## src/rtl/ir_line_loader.sv

```systemverilog
// ir_line_loader: streams LINES program-ROM words to the IR decoder, each held HOLD_CYCLES cycles.
// Define IR_LOAD_CHECKSUM_EN to append a mod-2^DATA_WIDTH checksum trailer word after the image.
module ir_line_loader #(
    parameter int unsigned DATA_WIDTH  = 8,
    parameter int unsigned ADDR_WIDTH  = 8,
    parameter int unsigned LINES       = 256,
    parameter int unsigned HOLD_CYCLES = 2
) (
    input  logic                  clk,
    input  logic                  rst_n,
    input  logic                  start,
    input  logic                  hold_req,
    output logic                  mem_en,
    output logic [ADDR_WIDTH-1:0] mem_addr,
    input  logic [DATA_WIDTH-1:0] mem_rdata,
    output logic [DATA_WIDTH-1:0] data_out,
    output logic                  data_valid,
    output logic                  line_strobe,
    output logic                  busy,
    output logic                  load_finished
);
    localparam int unsigned CNT_W = $clog2(HOLD_CYCLES + 1);
    localparam logic [CNT_W-1:0] HOLD_LAST = CNT_W'(HOLD_CYCLES);
    localparam logic [CNT_W-1:0] HOLD_PRE  = CNT_W'(HOLD_CYCLES - 1);
    localparam logic [ADDR_WIDTH-1:0] LAST_LINE = ADDR_WIDTH'(LINES - 1);

`ifdef IR_LOAD_CHECKSUM_EN
    typedef enum logic [2:0] {StIdle, StRead, StHold, StCsum, StDone} state_e;
    logic [DATA_WIDTH-1:0] csum_q;
`else
    typedef enum logic [2:0] {StIdle, StRead, StHold, StDone} state_e;
`endif

    state_e                state_q;
    logic [ADDR_WIDTH-1:0] line_q;
    logic [CNT_W-1:0]      cnt_q;
    logic [DATA_WIDTH-1:0] rbuf_q;
    logic                  rbuf_vld_q;
    logic [DATA_WIDTH-1:0] rd_word;

    // A read issued just before a stall is replayed from the buffer on release.
    assign rd_word = rbuf_vld_q ? rbuf_q : mem_rdata;

    always_ff @(posedge clk) begin
        if (!rst_n) begin
            state_q       <= StIdle;
            line_q        <= '0;
            cnt_q         <= '0;
            rbuf_q        <= '0;
            rbuf_vld_q    <= 1'b0;
            mem_en        <= 1'b0;
            mem_addr      <= '0;
            data_out      <= '0;
            data_valid    <= 1'b0;
            line_strobe   <= 1'b0;
            busy          <= 1'b0;
            load_finished <= 1'b0;
`ifdef IR_LOAD_CHECKSUM_EN
            csum_q        <= '0;
`endif
        end else if (hold_req) begin
            if (state_q == StRead && !rbuf_vld_q) begin
                rbuf_q     <= mem_rdata;
                rbuf_vld_q <= 1'b1;
            end
        end else begin
            unique case (state_q)
                StIdle, StDone: begin
                    if (start) begin
                        state_q       <= StRead;
                        line_q        <= '0;
                        mem_en        <= 1'b1;
                        mem_addr      <= '0;
                        busy          <= 1'b1;
                        load_finished <= 1'b0;
                        rbuf_vld_q    <= 1'b0;
`ifdef IR_LOAD_CHECKSUM_EN
                        csum_q        <= '0;
`endif
                    end
                end
                StRead: begin
                    state_q     <= StHold;
                    mem_en      <= 1'b0;
                    data_out    <= rd_word;
                    data_valid  <= 1'b1;
                    line_strobe <= 1'b0;
                    cnt_q       <= CNT_W'(1);
                    rbuf_vld_q  <= 1'b0;
`ifdef IR_LOAD_CHECKSUM_EN
                    csum_q      <= csum_q + rd_word;
`endif
                end
                StHold: begin
                    if (cnt_q == HOLD_LAST) begin
                        line_strobe <= 1'b0;
                        if (line_q == LAST_LINE) begin
`ifdef IR_LOAD_CHECKSUM_EN
                            state_q  <= StCsum;
                            data_out <= csum_q;
                            cnt_q    <= CNT_W'(1);
`else
                            state_q       <= StDone;
                            data_out      <= '0;
                            data_valid    <= 1'b0;
                            busy          <= 1'b0;
                            load_finished <= 1'b1;
`endif
                        end else begin
                            state_q    <= StRead;
                            line_q     <= line_q + 1'b1;
                            mem_en     <= 1'b1;
                            mem_addr   <= line_q + 1'b1;
                            data_valid <= 1'b0;
                        end
                    end else begin
                        cnt_q       <= cnt_q + 1'b1;
                        line_strobe <= (cnt_q == HOLD_PRE);
                    end
                end
`ifdef IR_LOAD_CHECKSUM_EN
                StCsum: begin
                    if (cnt_q == HOLD_LAST) begin
                        state_q       <= StDone;
                        line_strobe   <= 1'b0;
                        data_out      <= '0;
                        data_valid    <= 1'b0;
                        busy          <= 1'b0;
                        load_finished <= 1'b1;
                    end else begin
                        cnt_q       <= cnt_q + 1'b1;
                        line_strobe <= (cnt_q == HOLD_PRE);
                    end
                end
`endif
                default: state_q <= StIdle;
            endcase
        end
    end

endmodule
```

## config.mk

```make
export PLATFORM = sky130hd
export DESIGN_NAME = ir_line_loader
export DESIGN_NICKNAME = d
export VERILOG_FILES = /design/src/rtl/ir_line_loader.sv
export SDC_FILE = /design/constraint.sdc
export NUM_CORES = 1
export LEC_CHECK = 0
export ABC_AREA = 1
export CAP_MARGIN = 5
export CORE_MARGIN = 1.5
export CORE_UTILIZATION = 55
export CTS_CLUSTER_DIAMETER = 100
export DETAILED_ROUTE_END_ITERATION = 10
export PLACE_DENSITY = 0.85
export SYNTH_ARGS = -nofsm -noshare
export SYNTH_HDL_FRONTEND = slang
export SYNTH_SLANG_ARGS = --single-unit
```

## constraint.sdc

```tcl
create_clock -name clk -period 4.1 [get_ports clk]
set_input_delay 0.41 -clock clk [delete_from_list [all_inputs] [get_ports clk]]
set_output_delay 0.41 -clock clk [all_outputs]
set_load 0.01 [all_outputs]
```

==> Word level (Yosys, flattened, before mapping) <==
Cells that the tools add are included.
{ "op_classes": {"addsub": 2, "multipliers": 0, "div": 0, "n_lt_le_gt_ge": 0, "n_eq_ne": 13, "n_shift": 0, "muxes": 32, "n_bitwise": 1, "n_reduce_logical": 18} }
{ "ops": {"columns": ["operator", "count"], "rows": [
  ["$mux 8", 6],
  ["$pmux 8 s2", 2],
  ["$reduce_and 5->1", 3],
  ["$mux 1", 12],
  ["$reduce_and 3->1", 4],
  ["$ne 2x2->1 const B", 5],
  ["$pmux 1 s2", 5],
  ["$pmux 3 s3", 1],
  ["$add 8x1->8 const B", 1],
  ["$eq 8x8->1 const B", 1],
  ["$eq 3x2->1 const B", 2],
  ["$mux 3", 2],
  ["$reduce_bool 3->1", 2],
  ["$mux 2", 2],
  ["$pmux 2 s2", 1],
  ["$reduce_and 2->1", 2],
  ["$reduce_and 4->1", 1],
  ["$reduce_bool 2->1", 2],
  ["$eq 3x1->1 const B", 1],
  ["$logic_not 3->1", 1],
  ["$ne 3x3->1 const B", 1],
  ["$pmux 1 s3", 1],
  ["$add 2x1->2 const B", 1],
  ["$eq 2x1->1 const B", 1],
  ["6 further kinds", 6]
]} }
{ "totals": {"reg_bits": 35, "latch_bits": 0, "ram_bits": 0, "romBits": 0, "output_inout_bits": 21, "elab_cells": 77, "memories": 0} }

==> Longest topological paths before layout <==
Gate-level depths: netlist of the first run.
{ "depth": {"ltp_word": 4, "depth_mapped": 11} }

==> Worst setup path before layout of the first run <==
OpenSTA, ideal clock, no wires.
{ "synth_timing": {"path_type": "register to register", "startpoint": "register state_q[0]", "endpoint": "register busy", "t_arrival_ns": 1.391, "path_slack_ns": 2.599, "stages_incl_launch_ff": 10, "path_buffers": 1, "cell_sequence": "dfxtp_1 -> inv_1 -> ha_1 -> nand2_1 -> inv_1 -> nor2_4 -> buf_4 -> nand4_1 -> nand3_1 -> inv_1"} }
{ "synth_via": {"elab_chain_cells": 4, "word_cells_on_any_way": 10, "cone_classes": "eq/ne (5); mux (1); reduce/logical (4)"} }
{ "synth_rtl": {"columns": ["element", "line", "rtl"], "rows": [
  ["start: declaration", "34", "state_e state_q;"],
  ["start signal: assignment", "46", "state_q <= StIdle;"],
  ["start signal: assignment", "70", "state_q <= StRead;"],
  ["start signal: assignment", "83", "state_q <= StHold;"],
  ["$eq 3x2->1 / $logic_not 3->1 (equally long branches)", "67", "unique case (state_q)"],
  ["$reduce_or 2->1", "67", null],
  ["$ne 2x2->1 (no source line) / $reduce_bool 2->1 (equally long branches)", null, null],
  ["$reduce_and 5->1 (no source line)", null, null],
  ["end signal: assignment", "56", "busy <= 1'b0;"],
  ["end signal: assignment", "74", "busy <= 1'b1;"],
  ["end signal: assignment", "106", "busy <= 1'b0;"],
  ["end: declaration", "19", "output logic busy,"]
]} }
Several ways; a longest one is shown, not always the timed one.
A chain may end at the register's enable or synchronous reset.

==> Worst setup path in the final report of the first run <==
{ "layout_timing": {"startpoint": "register state_q[0]", "endpoint": "register data_out[5]"} }
{ "layout_via": {"elab_chain_cells": 3, "word_cells_on_any_way": 7, "cone_classes": "eq/ne (4); mux (1); reduce/logical (2)"} }
{ "layout_rtl": {"columns": ["element", "line", "rtl"], "rows": [
  ["$eq 3x2->1 / $eq 3x1->1 (equally long branches)", "67", null],
  ["$ne 2x2->1 (no source line) / $reduce_bool 2->1 (equally long branches)", null, null],
  ["$reduce_and 4->1 (no source line)", null, null],
  ["end signal: assignment", "85", "data_out <= rd_word;"],
  ["end: declaration", "16", "output logic [DATA_WIDTH-1:0] data_out,"]
]} }
Several ways; a longest one is shown, not always the timed one.

==> impl_metrics.env, run 1 <==
export IMPL_status="completed"
export IMPL_worstSkewPairLatency_ps=340
export IMPL_post_cts_buffers=0
export IMPL_fin_crit_ps=2090
export IMPL_crit_path_end_kind="flip-flop"
export IMPL_wire_per_inst_um=12.0
export IMPL_area_growth_pct=23.4
export IMPL_ant_nets=0
export IMPL_die_area_um2=3490
export IMPL_syn_nets=262
export IMPL_nets=291
export IMPL_die_h_um=59.1
export IMPL_slowest_stage="ha_1"
export IMPL_slew_violations=0
export IMPL_synth_area_um2=1730
export IMPL_grt_pass1_wl_um=6270
export IMPL_placedCellCount=310
export IMPL_finalNonFillerCells=317
export IMPL_slowest_delay_ps=500
export IMPL_drtPass1Iterations=4
export IMPL_synth_commonest_cells="nand2_1 (45), inv_1 (38), a21oi_1 (36)"
export IMPL_drt_iter0_drc=96
export IMPL_ys_types=26
export IMPL_gp_congestion=0.811
export IMPL_cts_resized=0
export IMPL_setup_tns_ps=0
export IMPL_drive_gt1_frac=0.0696
export IMPL_cp_common_cell="inv_1"
export IMPL_n_antenna_cell=0
export IMPL_cp_max_fo=14
export IMPL_synth_edf_count=0
export IMPL_synth_top_cell_area_share=0.394
export IMPL_clkSinkCount=34
export IMPL_grtUsageTotal=0.238
export IMPL_synth_most_common_cell="nand2_1"
export IMPL_fin_skew_ps=11.4
export IMPL_relSlewSlack=0.528
export IMPL_fin_total_pwr_uw=812
export IMPL_synthCells=244
export IMPL_hold_path_class="flip-flop to flip-flop"
export IMPL_cts_root_buf="clkbuf_4"
export IMPL_vias=1623
export IMPL_num_io_pins=33
export IMPL_power_density_nw_per_um2=381
export IMPL_cp_cell_sequence="inv_1, ha_1, inv_1, a21oi_4, nand2_2, o21ai_1, nor2_1"
export IMPL_antenna_found_initial=0
export IMPL_leakagePower_uw=0.000826
export IMPL_fmax_ghz=0.478
export IMPL_core_um2=3030
export IMPL_cap_violations=0
export IMPL_hold_buffers=0
export IMPL_finalHoldViolCount=0
export IMPL_vdd_ir_drop_max_v=0.000227
export IMPL_dpl_hpwl_um=2620
export IMPL_synth_flop_cell="dfxtp_1"
export IMPL_clk_pin_slew_ps=100
export IMPL_htreeDepth=2
export IMPL_die_w_um=59.1
export IMPL_worstPathRequired_ps=4340
export IMPL_finalSetupViolCount=0
export IMPL_overflow=0
export IMPL_synthArstFlopShare=0
export IMPL_start_kind="flip-flop"
export IMPL_yosysTopAreaCell="dfxtp_1"
export IMPL_wl_met1_um=1860
export IMPL_yosysSeqAreaShare=0.394
export IMPL_io_buffers=32
export IMPL_drc=0
export IMPL_finalCritPeriodShare=0.510
export IMPL_wl_met3_um=224
export IMPL_cts_buffers=5
export IMPL_start_util=0.571
export IMPL_yosysWarnings=0
export IMPL_holdWs_ps=462
export IMPL_tritoncts="done"
export IMPL_fp_row_count=20
export IMPL_ys_seq_elements=34
export IMPL_met2_length_um=1630
export IMPL_routed_wl_um=3800
export IMPL_worst_pin_slew_ps=705
export IMPL_grt_pass1_vias=1358
export IMPL_avgViaCountPerCell=5.12
export IMPL_cp_arrival_ps=2330
export IMPL_grt_max_degree=22
export IMPL_crit_type="flip-flop to flip-flop"
export IMPL_cts_buffer_depth=2
export IMPL_highest_layer="met4"
export IMPL_rsz0062_at_grt="false"
export IMPL_synth_area_top_cells="dfxtp_1 (39%), a21oi_1 (10%), nand2_1 (9.8%)"
export IMPL_syn_area_per_cell_um2=7.09
-- flip-flops by register name, summed over array words and instances (netlist names) --
register / cells
line_q: 8
data_valid: 1
state_q: 2
line_strobe: 1
data_out: 8
cnt_q: 2
rbuf_vld_q: 1
rbuf_q: 8
mem_en: 1
busy: 1
load_finished: 1
-- critical path: cells and delay by family (launching register included) --
family / cells / cell delay, ps
adder cells (fa/ha/maj): 1 / 500
buffers and inverters: 2 / 440
AND/OR/NAND/NOR: 2 / 220
AO/OA/AOI/OAI: 2 / 490
flip-flops: 1 / 350
-- stage by stage --
step	util	setup slack [ps]	instance area [µm²]
6_report	0.705	2010	2130
5_1_grt	0.705	1820	2130
4_1_cts	0.705	2030	2130
3_5_place_dp	0.678	1950	2050
3_3_place_gp	0.678	2010	2050
2_1_floorplan	-	2600	1730
-- cell families after synthesis --
| kind of cell | Yosys count | synth area share |
|---|---|---|
| and+or+nand+nor | 89 | 0.241 |
| AOI/OAI and AO/OA | 66 | 0.208 |
| buffers and inverters | 49 | 0.114 |
| DFF | 34 | 0.394 |
| adders and majority gates | 6 | 0.0434 |
-- final timing paths --
kind,startpoint,to,slack (ps),cells after the start
max,state_q[0]$_SDFFE_PN0P_,data_out[5]$_SDFFE_PN0P_,2010,7
min,rbuf_q[1]$_SDFFE_PN0P_,rbuf_q[1]$_SDFFE_PN0P_,460,2
max reg2reg,state_q[0]$_SDFFE_PN0P_,data_out[5]$_SDFFE_PN0P_,2010,7
min reg2reg,rbuf_q[1]$_SDFFE_PN0P_,rbuf_q[1]$_SDFFE_PN0P_,460,2
-- area by class of cell --
class / instances / area (µm²)
clock inverter: 1 / 30.0
clock buffer: 6 / 51.3
tap: 44 / 55.1
multi-input combinational: 161 / 851
timing repair buffer: 32 / 320
inverter: 39 / 146
sequential: 34 / 681
fill: 256 / 893
-- placed cells by master, fill, tap and decap left out, drive strengths merged --
master / instances
a211oi: 2
nand2: 48
bufinv: 1
nand3: 9
nand4: 7
o211ai: 3
or2: 1
nor3: 1
a31oi: 1
inv: 39
o21ai: 22
ha: 6
nor2: 23
clkdlybuf4s50: 32
dfxtp: 34
clkbuf: 6
a21oi: 38
-- power breakdown --
part / switching, µW / internal [µW] / leakage [µW] / total [µW]
registers: 17.8 / 356 / 0.000277 / 374
logic: 108 / 76.8 / 0.000505 / 185
clock network: 111 / 142 / 0.0000443 / 253
total: 237 / 575 / 0.000826 / 812
-- metal layers --
metal / track usage / vias up
met5: 0 / -
met4: 0.0877 / 0
met3: 0.0764 / 10
met2: 0.340 / 51
met1: 0.336 / 716
li1: - / 846
Note: power is estimated with default switching activity, not from simulation.
==> run 2, diff against run 1 <==
--- a/config.mk
+++ b/config.mk
@@ -8,10 +8,10 @@
 export ABC_AREA = 1
 export CAP_MARGIN = 5
 export CORE_MARGIN = 1.5
-export CORE_UTILIZATION = 55
+export CORE_UTILIZATION = 51
 export CTS_CLUSTER_DIAMETER = 100
 export DETAILED_ROUTE_END_ITERATION = 10
-export PLACE_DENSITY = 0.85
+export PLACE_DENSITY = 0.8
 export SYNTH_ARGS = -nofsm -noshare
 export SYNTH_HDL_FRONTEND = slang
 export SYNTH_SLANG_ARGS = --single-unit
==> constraint.sdc (replaced) <==
create_clock -name clk -period 2.2 [get_ports clk]
set_input_delay 0.22 -clock clk [delete_from_list [all_inputs] [get_ports clk]]
set_output_delay 0.22 -clock clk [all_outputs]
set_load 0.01 [all_outputs]
==> run 2 against run 1 <==
First-iteration DRC count down 40%. Sequential power up 85%. Register-to-register slack lost 1600 ps. Clock skew shrank 0.80 ps. Total power up 69%. Sequential share of layout area is 0.094 points higher. Clock power increased by 28%. Global-route usage decreased by 0.82 points. Worst hold slack worse by 1.8 ps. Core utilization down 2.5 points.
==> impl_metrics.env, run 2 (same netlist as run 1, synthesis figures left out) <==
export IMPL_nets=295
export IMPL_vias=1631
export IMPL_hold_buffers=0
export IMPL_reg2reg_depth=8
export IMPL_antenna_found_initial=0
export IMPL_dpl_hpwl_um=2620
export IMPL_routed_wl_um=3810
export IMPL_ant_nets=0
export IMPL_fin_crit_ps=1810
export IMPL_crit_type="flip-flop to flip-flop"
export IMPL_start_kind="flip-flop"
export IMPL_fin_total_pwr_uw=1370
export IMPL_layout_common_cells="nand2_1 (45), inv_1 (38), a21oi_1 (36)"
export IMPL_fillCellCount=288
export IMPL_status="completed"
export IMPL_relSlewSlack=0.626
export IMPL_power_density_nw_per_um2=646
export IMPL_multi_input_area_um2=851
export IMPL_drtPass1Iterations=4
export IMPL_clk_pin_slew_ps=100
export IMPL_vdd_ir_drop_max_v=0.000328
export IMPL_drive_gt1_frac=0.0758
export IMPL_avgViaCountPerCell=5.08
export IMPL_gp_congestion=0.863
export IMPL_grt_pass1_vias=1456
export IMPL_die_w_um=61.2
export IMPL_regArea_um2=681
export IMPL_io_buffers=32
export IMPL_cap_violations=0
export IMPL_finalSetupViolCount=0
export IMPL_crit_path_end_kind="flip-flop"
export IMPL_wire_per_inst_um=11.9
export IMPL_cts_buffers=5
export IMPL_cp_max_fo=13
export IMPL_cp_arrival_ps=2050
export IMPL_hold_path_class="flip-flop to flip-flop"
export IMPL_drc=0
export IMPL_rsz0062_at_grt="false"
export IMPL_fp_row_count=20
export IMPL_grt_pass1_wl_um=6380
export IMPL_finalHoldViolCount=0
export IMPL_die_area_um2=3750
export IMPL_setup_tns_ps=0
export IMPL_hold_depth=2
export IMPL_grt_max_degree=21
export IMPL_finalCritPeriodShare=0.821
export IMPL_clkSinkCount=34
export IMPL_area_growth_pct=23.1
export IMPL_worstPathRequired_ps=2440
export IMPL_worst_pin_slew_ps=561
export IMPL_tritoncts="done"
export IMPL_slowest_stage="dfxtp_1"
export IMPL_grtUsageTotal=0.230
export IMPL_htreeDepth=2
export IMPL_start_util=0.553
export IMPL_leakagePower_uw=0.000827
export IMPL_fin_skew_ps=10.6
export IMPL_post_cts_buffers=0
export IMPL_drt_iter0_drc=58
export IMPL_num_io_pins=33
export IMPL_cp_cell_sequence="inv_1, ha_1, nand2_1, nand2_2, nor2_4, nand3_4, o21ai_0, nor2_1"
export IMPL_overflow=0
export IMPL_cts_root_buf="clkbuf_4"
export IMPL_slowest_delay_ps=390
export IMPL_largestRegisters="data_out (8), line_q (8), rbuf_q (8)"
export IMPL_fmax_ghz=0.554
export IMPL_cts_resized=0
export IMPL_worstSkewPairLatency_ps=340
export IMPL_slew_violations=0
export IMPL_r2r_slack_ps=390
export IMPL_n_antenna_cell=0
export IMPL_layout_commonest_cell="nand2_1"
export IMPL_die_h_um=61.2
export IMPL_core_um2=3130
export IMPL_cts_buffer_depth=2
[run 2: where the power goes]
| group | switching [µW] | internal (µW) |
|---|---|---|
| clock network | 204 | 120 |
| registers | 27.1 | 664 |
| logic | 207 | 151 |
| total | 439 | 935 |
[run 2: path summary, 6_finish.rpt]
check,start,endpoint
setup reg to reg,state_q[0]$_SDFFE_PN0P_,line_q[4]$_SDFFE_PN0P_
hold / removal,rbuf_q[0]$_SDFFE_PN0P_,rbuf_q[0]$_SDFFE_PN0P_
hold reg to reg,rbuf_q[0]$_SDFFE_PN0P_,rbuf_q[0]$_SDFFE_PN0P_
setup / recovery,state_q[0]$_SDFFE_PN0P_,line_q[4]$_SDFFE_PN0P_
[run 2: worst max-delay path, delay by kind of cell (launching register included)]
family | cells | cell delay [ps]
and+or+nand+nor | 5 | 750
adders and majority gates | 1 | 300
DFF | 1 | 390
buffers and inverters | 1 | 60
AOI/OAI and AO/OA | 1 | 210
[run 2: metrics by stage]
step                area, µm²  cells  hold WS (ps)  utilization  setup WS, ps
floorplan                1730    244           401            -           699
global placement         2080    314           440        0.666           455
detailed placement       2080    314           449        0.666           409
CTS                      2130    321           461        0.680           412
global route             2130    321           481        0.680           174
finish                   2130    321           460        0.680           394
[run 2: area by class of cell]
| class | count | share of cell area |
|---|---|---|
| sequential | 34 | 0.320 |
| inverter | 39 | 0.0688 |
| clock buffer | 7 | 0.0212 |
| timing repair buffer | 36 | 0.165 |
| tap | 44 | 0.0259 |
| multi-input combinational | 161 | 0.400 |
[run 2: layer usage]
layer | vias up | GRT usage | wire length, µm
li1 | 857 | - | -
met1 | 730 | 0.323 | 1910
met2 | 38 | 0.331 | 1680
met3 | 6 | 0.0630 | 164
met4 | 0 | 0.0963 | 58
met5 | - | 0 | 0
==> run 3, diff against run 2 <==
==> constraint.sdc (replaced) <==
create_clock -name clk -period 1.72 [get_ports clk]
set_input_delay 0.172 -clock clk [delete_from_list [all_inputs] [get_ports clk]]
set_output_delay 0.172 -clock clk [all_outputs]
set_load 0.01 [all_outputs]
==> run 3 against run 2 <==
Global-route usage decreased by 0.31 points. Via count grew 2.1%. Critical endpoint is now line_q[5]$_SDFFE_PN0P_. Critical path depth stayed put.
==> impl_metrics.env, run 3 (same netlist as run 1, synthesis figures left out) <==
export IMPL_cp_max_fo=8
export IMPL_slowest_delay_ps=370
export IMPL_htreeDepth=2
export IMPL_power_frac_seq=0.496
export IMPL_die_area_um2=3750
export IMPL_antenna_found_initial=0
export IMPL_grt_pass1_wl_um=6300
export IMPL_layout_common_cells="nand2_1 (45), inv_1 (38), a21oi_1 (36)"
export IMPL_slowest_stage="dfxtp_2"
export IMPL_tritoncts="done"
export IMPL_drive_gt1_frac=0.109
export IMPL_largestRegisters="data_out (8), line_q (8), rbuf_q (8)"
export IMPL_cts_buffers=5
export IMPL_fp_row_count=20
export IMPL_holdWs_ps=459
export IMPL_finalCritPeriodShare=0.942
export IMPL_postLayoutCellArea_um2=2200
export IMPL_drtPass1Iterations=4
export IMPL_postPlaceCellArea_um2=2140
export IMPL_clk_pin_slew_ps=100
export IMPL_vdd_ir_drop_max_v=0.000642
export IMPL_finalSetupViolCount=0
export IMPL_hold_path_class="flip-flop to flip-flop"
export IMPL_worstPathRequired_ps=1940
export IMPL_layout_commonest_cell="nand2_1"
export IMPL_area_growth_pct=27.1
export IMPL_hold_buffers=0
export IMPL_worstSkewPairLatency_ps=320
export IMPL_fin_skew_ps=6.54
export IMPL_vias=1666
export IMPL_clkSinkCount=34
export IMPL_worst_path_buf_inv=2
export IMPL_drt_iter0_drc=85
export IMPL_fin_crit_ps=1620
export IMPL_finalHoldViolCount=0
export IMPL_power_density_nw_per_um2=810
export IMPL_cp_cell_sequence="inv_1, ha_2, nand2_1, inv_1, nor2_4, nand3_4, o21ai_0, nor2_1"
export IMPL_grtUsageTotal=0.227
export IMPL_sw_frac_of_total=0.315
export IMPL_worst_pin_slew_ps=525
export IMPL_die_w_um=61.2
export IMPL_num_io_pins=33
export IMPL_routed_wl_um=4030
export IMPL_cap_violations=0
export IMPL_cp_arrival_ps=1840
export IMPL_cp_common_cell="inv_1"
export IMPL_p_comb_frac=0.280
export IMPL_power_switching_uw=562
export IMPL_grt_pass1_vias=1465
export IMPL_leakagePower_uw=0.000866
export IMPL_nets=303
export IMPL_relSlewSlack=0.650
export IMPL_wire_per_inst_um=12.2
export IMPL_cts_buffer_depth=2
export IMPL_avgViaCountPerCell=5.06
export IMPL_crit_type="flip-flop to flip-flop"
export IMPL_die_h_um=61.2
export IMPL_io_buffers=32
export IMPL_intPower_uw=1220
export IMPL_overflow=0
export IMPL_cts_resized=0
export IMPL_crit_path_end_kind="flip-flop"
export IMPL_post_cts_buffers=0
export IMPL_dpl_hpwl_um=2890
export IMPL_start_kind="flip-flop"
export IMPL_final_util=0.703
export IMPL_n_antenna_cell=0
export IMPL_setup_tns_ps=0
export IMPL_cp_top_family="simple AND/OR/NAND/NOR gates"
export IMPL_start_util=0.553
export IMPL_cts_root_buf="clkbuf_4"
export IMPL_p_clk_frac=0.224
export IMPL_grt_max_degree=18
export IMPL_gp_congestion=0.862
export IMPL_fin_total_pwr_uw=1780
export IMPL_drc=0
export IMPL_fmax_ghz=0.617
export IMPL_ant_nets=0
export IMPL_slew_violations=0
export IMPL_status="completed"
export IMPL_core_um2=3130
## run 3: cell types whose count changed in the layout (fill, tap and decap cells not counted)
cell	previous run	this run
buf_6	0	1
ha_2	0	1
dfxtp_1	34	33
nand3_2	0	1
ha_1	6	5
o21ai_1	2	4
buf_4	4	10
dfxtp_2	0	1
o21ai_0	20	18
## run 3: tightest hold or removal path, cell delays in order, from the launching register on
cell and delay (ps):
dfxtp_1 310, inv_1 60, a21oi_1 50
## run 3: per-stage QoR
| stage | std cells | worst slack, ps |
|---|---|---|
| after floorplan | 244 | 219 |
| after global placement | 321 | 110 |
| after detailed placement | 321 | 22.4 |
| after CTS | 328 | 9.50 |
| after global routing | 329 | -28.0 |
| final | 329 | 100 |
## run 3: path summary, 6_finish.rpt
kind                            from                     end  slack, ps  depth (start not counted)
max          state_q[0]$_SDFFE_PN0P_  line_q[5]$_SDFFE_PN0P_        100                          8
min           rbuf_q[3]$_SDFFE_PN0P_  rbuf_q[3]$_SDFFE_PN0P_        460                          2
max reg2reg  state_q[0]$_SDFFE_PN0P_  line_q[5]$_SDFFE_PN0P_        100                          8
min reg2reg   rbuf_q[3]$_SDFFE_PN0P_  rbuf_q[3]$_SDFFE_PN0P_        460                          2
## run 3: area by class of cell
| type | count | area (µm²) |
|---|---|---|
| clock buffer | 7 | 45.0 |
| timing repair buffer | 43 | 407 |
| multi-input combinational | 162 | 863 |
| tap | 44 | 55.1 |
| sequential | 34 | 682 |
| inverter | 39 | 146 |
| fill | 273 | 930 |
## run 3: power groups by stage
stage / sequential, µW / combinational (µW) / clock, µW
finish: 883 / 498 / 399
global route: 891 / 551 / 435
CTS: 882 / 485 / 410
detailed placement: 900 / 482 / 0
global placement: 898 / 468 / 0
floorplan: 914 / 288 / 0
## run 3: per-layer routing
layer,track usage,routed length [µm],vias to the layer above
met5,0,0,-
met4,0.0683,46,0
met3,0.0504,208,5
met2,0.375,1870,39
met1,0.296,1900,753
li1,-,-,869
